--- src/rtl/tanh_pkg.sv ---
// Shared constants and types for the tanh activation (S1.5.6 sign-magnitude).
package tanh_pkg;

  localparam int ONE       = 64;
  localparam int LIN_MAX   = 16;
  localparam int SAT_MIN   = 192;
  localparam int LUT_DEPTH = 177;
  localparam int LUT_W     = 7;
  localparam int LUT_IDX_W = 8;

  typedef struct packed {
    logic        sign;
    logic [10:0] mag;
  } sm_word_t;

  typedef enum logic [1:0] {
    REG_LIN = 2'd0,
    REG_ROM = 2'd1,
    REG_SAT = 2'd2
  } region_t;

endpackage

--- src/rtl/tanh_lut.sv ---
// Combinational ROM: floor(tanh(m/64)*64) for m in [16,192], indexed by m-16.
module tanh_lut
  import tanh_pkg::*;
(
  input  logic [LUT_IDX_W-1:0] idx_i,
  output logic [LUT_W-1:0]     val_o
);

  // Each range is the run of magnitudes sharing one floored tanh value.
  always_comb begin
    val_o = 7'd0;
    case (idx_i) inside
      8'd0:             val_o = 7'd15;
      8'd1:             val_o = 7'd16;
      8'd2:             val_o = 7'd17;
      8'd3:             val_o = 7'd18;
      8'd4:             val_o = 7'd19;
      8'd5:             val_o = 7'd20;
      8'd6:             val_o = 7'd21;
      [8'd7:8'd8]:      val_o = 7'd22;
      8'd9:             val_o = 7'd23;
      8'd10:            val_o = 7'd24;
      8'd11:            val_o = 7'd25;
      8'd12:            val_o = 7'd26;
      [8'd13:8'd14]:    val_o = 7'd27;
      8'd15:            val_o = 7'd28;
      8'd16:            val_o = 7'd29;
      8'd17:            val_o = 7'd30;
      [8'd18:8'd19]:    val_o = 7'd31;
      8'd20:            val_o = 7'd32;
      8'd21:            val_o = 7'd33;
      [8'd22:8'd23]:    val_o = 7'd34;
      8'd24:            val_o = 7'd35;
      [8'd25:8'd26]:    val_o = 7'd36;
      8'd27:            val_o = 7'd37;
      [8'd28:8'd29]:    val_o = 7'd38;
      8'd30:            val_o = 7'd39;
      [8'd31:8'd32]:    val_o = 7'd40;
      [8'd33:8'd34]:    val_o = 7'd41;
      [8'd35:8'd36]:    val_o = 7'd42;
      8'd37:            val_o = 7'd43;
      [8'd38:8'd39]:    val_o = 7'd44;
      [8'd40:8'd41]:    val_o = 7'd45;
      [8'd42:8'd44]:    val_o = 7'd46;
      [8'd45:8'd46]:    val_o = 7'd47;
      [8'd47:8'd48]:    val_o = 7'd48;
      [8'd49:8'd51]:    val_o = 7'd49;
      [8'd52:8'd53]:    val_o = 7'd50;
      [8'd54:8'd56]:    val_o = 7'd51;
      [8'd57:8'd59]:    val_o = 7'd52;
      [8'd60:8'd62]:    val_o = 7'd53;
      [8'd63:8'd66]:    val_o = 7'd54;
      [8'd67:8'd70]:    val_o = 7'd55;
      [8'd71:8'd75]:    val_o = 7'd56;
      [8'd76:8'd80]:    val_o = 7'd57;
      [8'd81:8'd86]:    val_o = 7'd58;
      [8'd87:8'd93]:    val_o = 7'd59;
      [8'd94:8'd103]:   val_o = 7'd60;
      [8'd104:8'd116]:  val_o = 7'd61;
      [8'd117:8'd139]:  val_o = 7'd62;
      [8'd140:8'd176]:  val_o = 7'd63;
      default:          val_o = 7'd0;
    endcase
  end

endmodule

--- src/rtl/tanh_calc.sv ---
// Registered tanh(x) on a sign-magnitude operand: linear / ROM / saturation regions.
// Optional out_sat flag port when TANH_SAT_FLAG_EN is defined.
module tanh_calc
  import tanh_pkg::*;
#(
  parameter int WIDTH     = 12,
  parameter int FRAC_BITS = 6
) (
  input  logic             clk,
  input  logic             rst_n,
  input  logic             in_valid,
  input  logic [WIDTH-1:0] in,
  output logic             out_valid,
  output logic [WIDTH-1:0] out
`ifdef TANH_SAT_FLAG_EN
  ,
  output logic             out_sat
`endif
);

  localparam int MAG_W = WIDTH - 1;

  // ROM contents only hold for six fractional bits.
  if (FRAC_BITS != 6) begin : g_bad_frac
    $error("tanh_calc: FRAC_BITS must be 6");
  end

  logic                 sign_s;
  logic [MAG_W-1:0]     mag_s;
  logic [LUT_IDX_W-1:0] lut_idx_s;
  logic [LUT_W-1:0]     lut_val_s;
  logic [LUT_W-1:0]     res_s;
  region_t              region_s;
  logic [WIDTH-1:0]     out_d;
  logic [WIDTH-1:0]     out_q;
  logic                 out_valid_q;

  assign sign_s    = in[WIDTH-1];
  assign mag_s     = in[MAG_W-1:0];
  assign lut_idx_s = LUT_IDX_W'(mag_s - MAG_W'(LIN_MAX));

  tanh_lut u_lut (
    .idx_i (lut_idx_s),
    .val_o (lut_val_s)
  );

  always_comb begin
    region_s = REG_LIN;
    if (mag_s < MAG_W'(LIN_MAX)) begin
      region_s = REG_LIN;
    end else if (mag_s <= MAG_W'(SAT_MIN)) begin
      region_s = REG_ROM;
    end else begin
      region_s = REG_SAT;
    end
  end

  always_comb begin
    res_s = '0;
    case (region_s)
      REG_LIN: res_s = mag_s[LUT_W-1:0];
      REG_ROM: res_s = lut_val_s;
      REG_SAT: res_s = LUT_W'(ONE);
      default: res_s = '0;
    endcase
  end

  // A zero result is forced positive so -0 never leaves the block.
  always_comb begin
    out_d = {sign_s & (res_s != '0), {(MAG_W - LUT_W){1'b0}}, res_s};
  end

  always_ff @(posedge clk or negedge rst_n) begin
    if (!rst_n) begin
      out_q       <= '0;
      out_valid_q <= 1'b0;
    end else begin
      out_valid_q <= in_valid;
      if (in_valid) begin
        out_q <= out_d;
      end
    end
  end

  assign out       = out_q;
  assign out_valid = out_valid_q;

`ifdef TANH_SAT_FLAG_EN
  logic sat_q;

  always_ff @(posedge clk or negedge rst_n) begin
    if (!rst_n) begin
      sat_q <= 1'b0;
    end else if (in_valid) begin
      sat_q <= (region_s == REG_SAT);
    end
  end

  assign out_sat = sat_q;
`endif

endmodule

--- config.mk ---
export PLATFORM = sky130hd
export DESIGN_NAME = tanh_calc
export DESIGN_NICKNAME = d
export VERILOG_FILES = /design/src/rtl/tanh_pkg.sv /design/src/rtl/tanh_lut.sv /design/src/rtl/tanh_calc.sv
export SDC_FILE = /design/constraint.sdc
export NUM_CORES = 1
export LEC_CHECK = 0
export BUFFER_PORTS_ARGS = -buffer_cell sky130_fd_sc_hd__buf_2
export CORE_ASPECT_RATIO = 0.7
export CORE_MARGIN = 3
export CORE_UTILIZATION = 40
export CTS_CLUSTER_SIZE = 12
export DETAILED_ROUTE_END_ITERATION = 10
export HOLD_SLACK_MARGIN = 0.06
export PLACE_DENSITY = 0.55
export SLEW_MARGIN = 10
export SYNTH_ARGS = -nofsm -noshare
export SYNTH_HDL_FRONTEND = slang
export SYNTH_SLANG_ARGS = --single-unit
--- constraint.sdc ---
create_clock -name clk -period 0.98 [get_ports clk]
set_clock_uncertainty 0.15 [all_clocks]
set_input_delay 0.049 -clock clk [delete_from_list [all_inputs] [get_ports clk]]
set_output_delay 0.049 -clock clk [all_outputs]
set_load 0.05 [all_outputs]
==> Implementation_results.wiki <==
{| class="wikitable"
! Metric !! Value
|-
| Num ports || 28
|-
| Buffers & Inverters on Critical Path || 3
|-
| Worst Setup Slack, final || -1.55 ns
|-
| Floorplan core area || 5450 um2
|-
| Library cell with the largest summed area after synthesis || sky130_fd_sc_hd__dfrtp_1
|-
| DP Area || 3550 um2
|-
| Most used standard cells in the synthesized netlist || sky130_fd_sc_hd__nand2_1, sky130_fd_sc_hd__nor2_1, sky130_fd_sc_hd__a21oi_1
|-
| Sequential element share of the synthesized area || 9.64%
|-
| Outcome || finished, violations left
|-
| IO buf count || 23
|-
| Worst Path Required || 0.95 ns
|-
| Final-report hold violation count || 0
|-
| Overall fraction of global-route tracks in use || 32.4%
|-
| Relative slew slack || 66.0%
|-
| Number of global-route vias before repair || 3355
|-
| Count of flip-flops with a built-in enable after synthesis || 0
|-
| Detailed Route Iter0 Violations || 502
|-
| Routability Congestion || 1.01
|-
| Final layout net count || 547
|-
| Share of layout cells above drive strength 1 || 49.2%
|-
| Post-detailed-placement half-perimeter wirelength || 8640 um
|-
| Most repeated cell in the gate-level netlist after synthesis || sky130_fd_sc_hd__nand2_1
|-
| Post-Synthesis Mean Instance Area || 6.35 um2
|-
| Portion of the clock cycle consumed by the worst path in the final layout || 258%
|-
| Overall routed net length || 11400 um
|-
| Count of final setup violators || 14
|-
| Clock net sink count || 9
|-
| Setup repair after global routing missed its margin || yes
|-
| Initial Util || 42.9%
|-
| Post-Syn Area || 2340 um2
|-
| H-tree depth || 1
|-
| Arrival time at the worst endpoint || 2.50 ns
|-
| Delay-heaviest family, CP || simple AND/OR/NAND/NOR gates
|-
| Flip-flop and latch area || 225 um2
|-
| Area of all placed cells without fillers || 4170 um2
|-
| DRC violation count after routing || 0
|-
| Number of fill cells in the layout || 423
|-
| Worst-case hold slack || 0.0643 ns
|-
| Pin count of the biggest net entering global routing || 15
|-
| Standard-cell row count || 22
|-
| Total Die Area || 6810 um2
|-
| Flip-flop cell with the highest count after synthesis || sky130_fd_sc_hd__dfrtp_1
|-
| Chip width || 97.4 um
|-
| Maximum achievable frequency || 0.395 GHz
|-
| Warnings, synthesis || 0
|-
| Vertical die dimension || 70.0 um
|-
| Startpoint type of the worst setup path || input port
|-
| Number of antenna diodes || 0
|-
| Fraction of the core area covered by cells at the end of the flow || 76.5%
|-
| Worst Max-Slew Pin Slew || 0.507 ns
|-
| CP Cell Sequence || buf_8 > inv_8 > ha_4 > buf_6 > or3b_4 > nand2_2 > a211oi_2 > o211ai_1 > o211ai_2 > or3b_4 > nand2b_4 > or3_4 > a22o_1
|-
| Worst min path class || in2async
|-
| Clock root buffer master || sky130_fd_sc_hd__clkbuf_8
|-
| Detailed Routing Iterations Pass 1 || 5
|-
| Initial antenna violation count || 0
|-
| Peak supply drop || 648 uV
|-
| Cell repeated most along the worst path || sky130_fd_sc_hd__or3b_4
|-
| Clock buffer count from CTS || 3
|-
| Leftover overflow at the end of global routing || 0
|-
| Count of unique library cells instantiated by Yosys || 71
|-
| Total Power Consumption || 2.91 mW
|-
| Clock-pin slew on the worst setup and hold paths || 0.05 ns
|-
| Remaining antenna violation count after routing || 0
|-
| CP max FO || 6
|-
| Flops & latches, synth || 9
|-
| Startpoint-to-endpoint class of the critical path || in2reg
|-
| Number of max-slew violations in the final report || 0
|-
| Number of vias in the routed layout || 3632
|-
| Multi-input combinational cell area || 2210 um2
|-
| Standby leakage power || 1.85 nW
|-
| Max-cap violations || 0
|-
| Largest cells by area after synthesis || sky130_fd_sc_hd__dfrtp_1, sky130_fd_sc_hd__nand2_1, sky130_fd_sc_hd__a21oi_1
|-
| Crit path max-delay cell type || sky130_fd_sc_hd__or3b_4
|-
| Worst skew pair latency || 0.23 ns
|-
| Final routed wire length divided by cell count || 19.1 um
|-
| First-pass GRT wire length || 17900 um
|-
| Post-synthesis async set-or-reset flop share || 100%
|-
| Max Root-Sink Buffers || 2
|-
| Fraction of post-synthesis cell area in the top cell type by area || 9.64%
|-
| Slowest stage delay, CP || 0.42 ns
|-
| CTS tree || yes
|-
| Crit. End Element || flip-flop
|-
| Layout Area Growth over Synthesis || 78.3%
|-
| Instance count of the mapped netlist || 368
|-
| Final critical-path required period || 2.53 ns
|-
| Power per unit of standard cell area || 699 nW/um2
|-
| Vias per inst || 6.07
|-
| Failing checks || setup timing
|}
## state kept, by name, summed over array words and instances, names as in the netlist
name	flops
out	8
out_valid	1
## placed cells by master (no fill, tap or decap), types with 7 or more instances in the layout
| cell | count |
|---|---|
| sky130_fd_sc_hd__nor2b_1 | 7 |
| sky130_fd_sc_hd__nand4_1 | 7 |
| sky130_fd_sc_hd__buf_2 | 9 |
| sky130_fd_sc_hd__a21oi_2 | 8 |
| sky130_fd_sc_hd__buf_6 | 20 |
| sky130_fd_sc_hd__o21ai_0 | 17 |
| sky130_fd_sc_hd__nand3_1 | 17 |
| sky130_fd_sc_hd__dfrtp_1 | 9 |
| sky130_fd_sc_hd__a21oi_1 | 28 |
| sky130_fd_sc_hd__nor3_1 | 7 |
| sky130_fd_sc_hd__nor2_1 | 37 |
| sky130_fd_sc_hd__buf_4 | 146 |
| sky130_fd_sc_hd__nand2_1 | 54 |
## layout make-up
class                           count  share of cell area, %
Tap cell                           72                   2.16
Clock buffer                        4                   1.08
Sequential cell                     9                   5.40
Timing Repair Buffer              185                   37.3
Inverter                            7                  0.871
Multi-Input combinational cell    321                   53.1
## logic make-up (layout without fill, tap and decap cells)
kind of cell / after synthesis / in the layout / synth area share (%)
AND/OR/NAND/NOR: 178 / 178 / 38.1
AO/OA/AOI/OAI: 129 / 129 / 38.4
buffers and inverters: 41 / 196 / 8.94
flip-flops: 9 / 9 / 9.64
adder cells (fa/ha/maj): 5 / 5 / 2.68
multiplexers: 3 / 3 / 1.39
XOR/XNOR: 2 / 2 / 0.750
other: 1 / 4 / 0.160
## stage by stage
| step | setup slack, ns | instances | setup TNS, ns |
|---|---|---|---|
| 3_5_place_dp | -1.93 | 570 | -13.39 |
| 4_1_cts | -1.48 | 594 | -10.18 |
| 3_3_place_gp | -1.91 | 570 | -13.37 |
| 2_1_floorplan | -1.85 | 371 | -12.18 |
| 5_1_grt | -1.62 | 598 | -11.10 |
| 6_report | -1.55 | 598 | -10.50 |
## timing repair
action / CTS / global route
hold endpoints to repair: 10 / 0
endpoints found under the setup margin: 17 / 17
setup buffers: 21 / 6
gates cloned: 2 / 0
resized for setup: 62 / 29
pin swaps: 17 / 20
hold buffers: 2 / 0
## routing by layer
| metal | GRT usage [%] | share of wire, % | wire, um |
|---|---|---|---|
| met5 | 0 | 0 | 0 |
| met4 | 3.53 | 1.4 | 156 |
| met3 | 10.2 | 13 | 1520 |
| met2 | 45.6 | 40 | 4610 |
| met1 | 49.1 | 45 | 5110 |
## report_power, final
| part | total (mW) | leakage, nW | switching, mW | internal (mW) |
|---|---|---|---|---|
| Sequential | 0.426 | 0.111 | 0.0230 | 0.403 |
| Clock | 0.448 | 0.0228 | 0.163 | 0.285 |
| Combinational | 2.04 | 1.72 | 1.08 | 0.956 |
| Total | 2.91 | 1.85 | 1.27 | 1.64 |
## worst paths after layout
check,from,to,slack [ns],depth (start not counted)
worst max-delay path,in[4],out[5],-1.55,13
worst min-delay path,rst_n,out[3],0.06,2
worst max register to register,out[11],out[11],-0.05,3
worst min register to register,out[5],out[5],0.39,1
max in group asynchronous,rst_n,out[4],0.42,2
min in group clk,in_valid,out[4],0.12,3
Note: power is estimated with default switching activity, not from simulation.
